File: config.mk
export PLATFORM = sky130hd
export DESIGN_NAME = alt_run_detector
export DESIGN_NICKNAME = d
export VERILOG_FILES = /design/src/rtl/alt_run_detector.sv
export SDC_FILE = /design/constraint.sdc
export NUM_CORES = 1
export LEC_CHECK = 0
export BUFFER_PORTS_ARGS = -buffer_cell sky130_fd_sc_hd__buf_2
export CELL_PAD_IN_SITES_DETAIL_PLACEMENT = 0
export CELL_PAD_IN_SITES_GLOBAL_PLACEMENT = 2
export CORE_AREA = 5 5 80 82
export DETAILED_ROUTE_END_ITERATION = 6
export DIE_AREA = 0 0 85 87
export PLACE_DENSITY_LB_ADDON = 0.3
export SLEW_MARGIN = 20
export SYNTH_ARGS = -nofsm -noshare
export SYNTH_HDL_FRONTEND = slang
export SYNTH_SLANG_ARGS = --single-unit
export TNS_END_PERCENT = 10
File: constraint.sdc
create_clock -name clk -period 2.3 [get_ports clk]
set_clock_uncertainty 0.2 [all_clocks]
set_input_delay 0.23 -clock clk [delete_from_list [all_inputs] [get_ports clk]]
set_output_delay 0.23 -clock clk [all_outputs]
set_load 0.03 [all_outputs]
File: src/rtl/alt_run_detector.sv
// Serial alternating-run detector: tracks the current 0101../1010.. run length on a
// qualified bit stream and flags hits at MIN_RUN bits, in overlap or non-overlap mode.
module alt_run_detector #(
  parameter int MIN_RUN = 3,
  parameter int RUN_W   = 8,
  parameter int CNT_W   = 16
) (
  input  logic             clk,
  input  logic             reset,
  input  logic             din_valid,
  input  logic             din,
  input  logic             overlap_en,
  input  logic             clr,
  output logic             hit,
  output logic [RUN_W-1:0] run_len,
  output logic             last_bit,
  output logic [CNT_W-1:0] hit_count,
  output logic             sticky
);

  typedef enum logic {
    IDLE = 1'b0,
    RUN  = 1'b1
  } state_t;

  localparam logic [RUN_W-1:0] RUN_MAX = {RUN_W{1'b1}};
  localparam logic [RUN_W-1:0] RUN_ONE = RUN_W'(1);
  localparam logic [RUN_W-1:0] MIN_LEN = RUN_W'(MIN_RUN);
  localparam logic [CNT_W-1:0] CNT_MAX = {CNT_W{1'b1}};

  state_t           state;
  logic [RUN_W-1:0] run_inc;
  logic [RUN_W-1:0] len_next;
  logic             hit_next;
  logic             go_idle;

  // Next run length and hit decision for the bit currently on din.
  // NOTE: every always_comb output gets a default first so no path leaves it unassigned (no latch).
  always_comb begin
    run_inc  = (run_len == RUN_MAX) ? RUN_MAX : run_len + RUN_ONE;
    len_next = RUN_ONE;
    hit_next = 1'b0;
    go_idle  = 1'b0;
    if (state == RUN) begin
      len_next = (din != last_bit) ? run_inc : RUN_ONE;
      if (overlap_en) begin
        hit_next = (len_next >= MIN_LEN);
      end else if (len_next == MIN_LEN) begin
        hit_next = 1'b1;
        go_idle  = 1'b1;
      end
    end
  end

  // NOTE: sequential state uses non-blocking assignments so all registers update together.
  always_ff @(posedge clk or posedge reset) begin
    if (reset) begin
      state     <= IDLE;
      hit       <= 1'b0;
      run_len   <= '0;
      last_bit  <= 1'b0;
      hit_count <= '0;
      sticky    <= 1'b0;
    end else begin
      hit <= din_valid && hit_next;
      if (din_valid) begin
        last_bit <= din;
        run_len  <= len_next;
        state    <= go_idle ? IDLE : RUN;
      end
      // clr takes priority: a same-edge hit still pulses but is neither counted nor sticky.
      if (clr) begin
        hit_count <= '0;
        sticky    <= 1'b0;
      end else if (din_valid && hit_next) begin
        hit_count <= (hit_count == CNT_MAX) ? CNT_MAX : hit_count + CNT_W'(1);
        sticky    <= 1'b1;
      end
    end
  end

endmodule

==> results of run 1 <==
[path summary, 6_finish.rpt]
check | endpoint | depth (start not counted) | slack, ns | start
worst max register to register | hit_count[7]$_DFFE_PP0P_ | 9 | -0.14 | run_len[0]$_DFFE_PP0P_
worst min-delay path | last_bit$_DFFE_PP0P_ | 2 | 0.009 | din
worst max-delay path | hit_count[7]$_DFFE_PP0P_ | 9 | -0.14 | run_len[0]$_DFFE_PP0P_
max in group asynchronous | hit_count[12]$_DFFE_PP0P_ | 4 | 0.92 | reset
min in group asynchronous | hit_count[1]$_DFFE_PP0P_ | 3 | 0.38 | reset
worst min register to register | state$_DFFE_PP0P_ | 1 | 0.31 | state$_DFFE_PP0P_
[Yosys cell counts (2+ instances only)]
library cell	n	share of area, %
o21ai_0	8	2.5
and2_1	2	0.79
a31o_2	2	1.1
and3_1	4	1.6
and2_2	2	0.95
nor3_1	16	5.0
a211oi_1	3	1.4
a31oi_1	2	0.79
ha_1	2	1.6
and4_1	5	2.8
nand4_1	3	1.2
dfrtp_1	28	44
nand3_1	8	2.5
buf_6	2	1.4
nand2_1	15	3.5
or4_1	2	0.95
clkbuf_1	5	1.2
o211ai_1	2	0.95
o41ai_1	2	1.1
nor2_1	13	3.1
inv_1	6	1.4
a21oi_1	22	6.9
or3_1	2	0.79
[state kept, by name (all words and copies together), names as in the netlist]
signal,flops
hit_count,16
run_len,8
hit,1
last_bit,1
state,1
sticky,1
[cell families after synthesis]
family | count (synthesis) | synth area share [%]
and+or+nand+nor | 78 | 26.3
AOI/OAI and AO/OA | 50 | 19.9
DFF | 28 | 44.2
buffers and inverters | 17 | 5.28
muxes | 3 | 2.29
adders and majority gates | 2 | 1.58
xor gates and xnor gates | 1 | 0.552
[metal layers]
metal	wire length (um)	part of all wire, %	vias to the layer above
li1	-	-	789
met1	1940	43	754
met2	2410	53	24
met3	151	3.3	4
met4	41	0.90	0
met5	0	0	-
[critical path: stages (launching register included)]
cell and delay (ns):
dfrtp_2 0.45, ha_4 0.18, nand2_1 0.08, nand4_1 0.09, a2111o_1 0.44, mux2_4 0.36
inv_2 0.11, buf_12 0.14, a21oi_1 0.06, a311oi_1 0.23
[timing repair]
| action | 4_1_cts | 5_1_grt |
|---|---|---|
| hold buffers | 1 | 0 |
| gates resized for setup | 1 | 0 |
| hold endpoints to repair | 14 | 0 |
| endpoints found under the setup margin | 16 | 17 |
[report_power, final]
group | total (mW) | internal [mW] | leakage (nW) | switching, mW
Combinational | 0.482 | 0.215 | 0.605 | 0.267
Clock | 0.310 | 0.153 | 0.0288 | 0.157
Sequential | 0.558 | 0.530 | 0.374 | 0.0280
[through the flow]
stage | worst slack, ns | cell area [um2] | cells | TNS, ns | power, mW
after detailed placement | -0.139 | 2050 | 309 | -1.54 | 1.04
after floorplan | -0.198 | 1590 | 179 | -2.18 | 0.870
after global routing | -0.218 | 2120 | 314 | -2.86 | 1.43
after global placement | -0.133 | 2050 | 309 | -1.21 | 1.04
final | -0.144 | 2120 | 314 | -1.48 | 1.35
after CTS | -0.142 | 2120 | 314 | -1.56 | 1.37
[cell type report]
type / instances / area share [%]
clock buffers: 4 / 2.59
inverters: 7 / 1.24
multi-input cells: 134 / 38.3
flip-flops and latches: 28 / 33.2
well taps: 75 / 4.42
repair buffers: 66 / 20.3
==> key figures, run 1 <==
Power and ir drop
  • Power Density: 635 nW/um2
  • Leakage power: 1.01 nW
  • Maximum VDD drop: 0.350 mV

Worst setup path
  • Critical path required time: 2.28 ns
  • Crit start category: flop
  • CP Capture Type: flop
  • CP Class: reg2reg
  • Arrival time at the worst endpoint: 2.43 ns
  • Crit path max fanout: 15

CTS
  • Clock Sinks: 28
  • CTS tree: built
  • Clk_lat worst skew: 0.27 ns
  • Clock transition at path regs: 0.10 ns
  • CTS Buffer Depth: 2
  • H-Tree Depth: 1
  • CTS buffer count: 3
  • Setup Buffers After CTS: 0
  • Root Buffer: clkbuf_8

Global route
  • Antenna violations before repair: 0
  • Vias in the first global route: 1573
  • Total gr overflow: 0
  • GRT Overall Usage: 12.6%
  • Met3 usage: 1.42%
  • First-pass GRT wire length: 7580 um
  • Gr busiest metal: met2
  • Grt met2 use: 23.9%
  • Largest net degree at the start of global routing: 18
  • M1 GR Usage: 14.7%

Layout
  • Sequential cell area: 704 um2
  • Fillers: 625
  • # nets final: 248
  • Area Growth Syn to Fin: 33.9%
  • Commonest cells after routing, fill and taps aside: 32 x buf_2, 32 x buf_4, 25 x dfrtp_1, 22 x a21oi_1, 16 x nor3_1
  • Diodes inserted: 0
  • Core Util, Final: 37.4%
  • Share of cells above drive strength 1: 34.7%
  • Area used by multi-input combinational logic: 815 um2

Run status
  • Failing checks: setup timing
  • Status: complete, but fails checks

Floorplan
  • Initial Util: 28.0%
  • Top-Level Pins: 33
  • Die Area: 7400 um2
  • Die X: 85 um
  • Row count: 28
  • Die Height: 87 um
  • Core area: 5680 um2

Timing
  • Worst Max-Slew Pin Slew: 0.642 ns
  • Final hold slack: 0.00931 ns
  • Max Slew Vio Count: 0
  • Relative slew slack: 57.2%
  • Final setup vio count: 16
  • Final period demand of the worst path: 2.44 ns
  • Hold Vio Cnt, Final: 0
  • Peak Freq: 409 MHz
  • RSZ-0062 raised after global routing: yes
  • Final period util: 106%
  • Worst setup margin: -0.144 ns

Route
  • DR WL/cell: 14.5 um
  • Initial DRT Pass Iterations: 4
  • DR vias/cell: 5.00
  • Routed vias: 1571
  • DRC: 0
  • Drt total wl: 4540 um
  • First DRT Iteration DRCs: 91
  • Final ANT Viol Nets: 0

Synthesis
  • Cell variety after synth: 46
  • Synth Instances: 179
  • Number of flops mapped to enable cells by yosys: 0
  • YS warnings: 0
  • Sequential fraction of the synthesis area: 44.2%
  • Asr flop ratio synth: 100%
  • Post-Syn Nets: 187
  • #FFs+latches synth: 28
  • Syn_area_per_cell: 8.86 um2
  • Ys flop type: dfrtp_1
  • Netlist Area Pre-Place: 1590 um2

Placement
  • Post-DP HPWL: 3550 um
  • Port buffer count: 32
  • Routability cong.: 0.804

Run
  • Max cap viols: 0

Hold path
  • HP Class: in2reg
No activity file was read; power rests on OpenSTA's default activity.
==> run 2: changes to the inputs <==
--- a/config.mk
+++ b/config.mk
@@ -8,9 +8,9 @@
 export BUFFER_PORTS_ARGS = -buffer_cell sky130_fd_sc_hd__buf_2
 export CELL_PAD_IN_SITES_DETAIL_PLACEMENT = 0
 export CELL_PAD_IN_SITES_GLOBAL_PLACEMENT = 2
-export CORE_AREA = 5 5 80 82
+export CORE_AREA = 2 2 72 74
 export DETAILED_ROUTE_END_ITERATION = 6
-export DIE_AREA = 0 0 85 87
+export DIE_AREA = 0 0 74 76
 export PLACE_DENSITY_LB_ADDON = 0.3
 export SLEW_MARGIN = 20
 export SYNTH_ARGS = -nofsm -noshare
==> constraint.sdc (replaced) <==
create_clock -name clk -period 2.93 [get_ports clk]
set_clock_uncertainty 0.2 [all_clocks]
set_input_delay 0.293 -clock clk [delete_from_list [all_inputs] [get_ports clk]]
set_output_delay 0.293 -clock clk [all_outputs]
set_load 0.03 [all_outputs]
==> run 2 against run 1 <==
Net effect:
- total power shrank 23%
- global-route usage grew 2.8 points
- flip-flop and latch count is the same
- cell area shrank 12%
- maximum frequency shrank 10%
- non-clock buffer count shrank 31
- the flow now finishes without violations
- die area shrank 24%
- core utilization grew 0.75 points
- largest cell class unchanged
- first-iteration DRC count grew 25%
- worst setup slack gained 0.35 ns
- sequential power shrank 19%
==> key figures, run 2 (synthesis results as in run 1) <==
Layout
  • Share of cells above drive strength 1: 23.1% (-12 points)
  • Core Util, Final: 38.2% (+0.75 points)
  • Most common cell after layout, fill and taps aside: buf_2
  • Area Growth Syn to Fin: 18.2%
  • Commonest cells after routing, fill and taps aside: 32 x buf_2, 28 x dfrtp_1, 22 x a21oi_1, 16 x nor3_1, 15 x nand2_1
  • Diodes inserted: 0 (unchanged)
  • Biggest regs: hit_count x16, run_len x8
  • Max reg flops: 16 (unchanged)
  • # nets final: 217 (-13%)
  • Largest register by flop count: hit_count

Worst setup path
  • Worst-path cell chain: ha_1 -> nand2_1 -> nand4_1 -> a2111o_1 -> mux2_4 -> nor3_1 -> a311oi_1
  • CP Class: reg2reg
  • Critical Path Slowest Stage Cell: dfrtp_1
  • Critical path required time: 2.88 ns (+0.60 ns)
  • Top cell family by delay on the critical path: simple AND/OR/NAND/NOR gates
  • Crit path max fanout: 10 (-5)
  • Crit start category: flop
  • Crit path buf inv count: 0 (-2)
  • Arrival time at the worst endpoint: 2.68 ns (+0.25 ns)
  • CP Capture Type: flop
  • Critical path's largest stage delay: 0.47 ns (+0.02 ns)

Global route
  • Vias in the first global route: 1473 (-6.4%)
  • Total gr overflow: 0 (unchanged)
  • Antenna violations before repair: 0 (unchanged)
  • GRT Overall Usage: 15.3% (+2.8 points)
  • Largest net degree at the start of global routing: 29 (+11)
  • First-pass GRT wire length: 6980 um (-8.0%)

Run
  • Max cap viols: 0 (unchanged)

Timing
  • Final period util: 92.9% (-13 points)
  • Final setup vio count: 0 (-16)
  • Worst Max-Slew Pin Slew: 0.633 ns (-0.00901 ns)
  • Max Slew Vio Count: 0 (unchanged)
  • Relative slew slack: 57.5% (+0.32 points)
  • RSZ-0062 raised after global routing: no
  • Worst setup margin: 0.207 ns (+0.351 ns)
  • Final period demand of the worst path: 2.72 ns (+0.279 ns)
  • TNS Setup: 0 ns (+1.48 ns)
  • Peak Freq: 367 MHz (-10%)
  • Hold Vio Cnt, Final: 0 (unchanged)

Route
  • Routed vias: 1486 (-5.4%)
  • Drt total wl: 4030 um (-11%)
  • Final ANT Viol Nets: 0 (unchanged)
  • DRC: 0 (unchanged)
  • DR WL/cell: 14.5 um (+0.24%)
  • First DRT Iteration DRCs: 114 (+25%)
  • DR vias/cell: 5.35 (+6.8%)
  • Initial DRT Pass Iterations: 4 (unchanged)

Floorplan
  • Top-Level Pins: 33 (unchanged)
  • Initial Util: 32.3% (+4.3 points)
  • Die Height: 76 um (-13%)
  • Die Area: 5620 um2 (-24%)
  • Core area: 4910 um2 (-13%)
  • Die X: 74 um (-13%)
  • Row count: 26 (-7.1%)

Power and ir drop
  • Leakage power: 0.859 nW (-15%)
  • Power Density: 552 nW/um2 (-13%)
  • Maximum VDD drop: 0.227 mV (-35%)
  • Tot Pwr: 1.03 mW (-23%)

Run status
  • Status: finished, final reports clean

CTS
  • CTS buffer count: 3 (unchanged)
  • CTS Buffer Depth: 2 (unchanged)
  • Clock transition at path regs: 0.10 ns (about the same)
  • Clk_lat worst skew: 0.28 ns (about the same)
  • Setup Buffers After CTS: 0 (unchanged)
  • H-Tree Depth: 1 (unchanged)
  • CTS tree: built
  • Clock Sinks: 28 (unchanged)
  • Root Buffer: clkbuf_8

Placement
  • Pre-CTS setup slack: 0.147 ns (+0.286 ns)
  • Post-DP HPWL: 2800 um (-21%)
  • Port buffer count: 32 (unchanged)
  • Routability cong.: 0.777 (-3.4%)

Hold path
  • HP Class: in2reg
==> run 2: cell count changes in the layout (fill, tap and decap cells not counted), sizes merged <==
cell    previous run  this run
bufinv             0         1
clkbuf             4         3
buf               65        34
==> run 2: stage by stage <==
stage	std cells	area [um2]	hold WS [ns]
5_1_grt	278	1880	0.0728
2_1_floorplan	179	1590	0.158
3_3_place_gp	273	1790	0.182
4_1_cts	278	1870	0.0651
3_5_place_dp	273	1790	0.190
6_report	278	1880	0.0806
==> run 2: layer usage <==
metal,vias to the layer above,wire length [um],global-route usage [%]
met5,-,0,0
li1,726,-,-
met1,712,1870,22.2
met4,0,24,5.27
met3,2,217,2.25
met2,46,1920,23.2
==> run 2: area by class of cell <==
| type | instances | area, um2 |
|---|---|---|
| fillers | 496 | 3040 |
| multi-input cells | 134 | 802 |
| flip-flops and latches | 28 | 701 |
| repair buffers | 35 | 185 |
| well taps | 70 | 87.6 |
| clock buffers | 3 | 41.3 |
| clock inverters | 1 | 30.0 |
| inverters | 7 | 28.8 |
==> run 2: final timing paths <==
| path | startpoint | end | slack, ns | depth (start not counted) |
|---|---|---|---|---|
| setup / recovery | run_len[0]$_DFFE_PP0P_ | hit_count[7]$_DFFE_PP0P_ | 0.21 | 7 |
| hold / removal | din | last_bit$_DFFE_PP0P_ | 0.08 | 2 |
| setup reg to reg | run_len[0]$_DFFE_PP0P_ | hit_count[7]$_DFFE_PP0P_ | 0.21 | 7 |
| hold reg to reg | sticky$_DFFE_PP0P_ | sticky$_DFFE_PP0P_ | 0.32 | 2 |
| max in group asynchronous | reset | hit_count[10]$_DFFE_PP0P_ | 1.83 | 4 |
| min in group asynchronous | reset | sticky$_DFFE_PP0P_ | 0.41 | 4 |
==> run 2: report_power, final <==
group | internal [mW] | switching (mW) | total [mW] | leakage (nW)
sequential | 0.413 | 0.0401 | 0.453 | 0.377
combinational | 0.0993 | 0.174 | 0.273 | 0.446
clock | 0.183 | 0.126 | 0.309 | 0.0357
==> run 2: what timing repair did <==
action | 4_1_cts | 5_1_grt
endpoints found under the hold margin | 28 | 0
hold buffers | 1 | 0
gates resized for setup | 0 | 2
endpoints found under the setup margin | 0 | 4
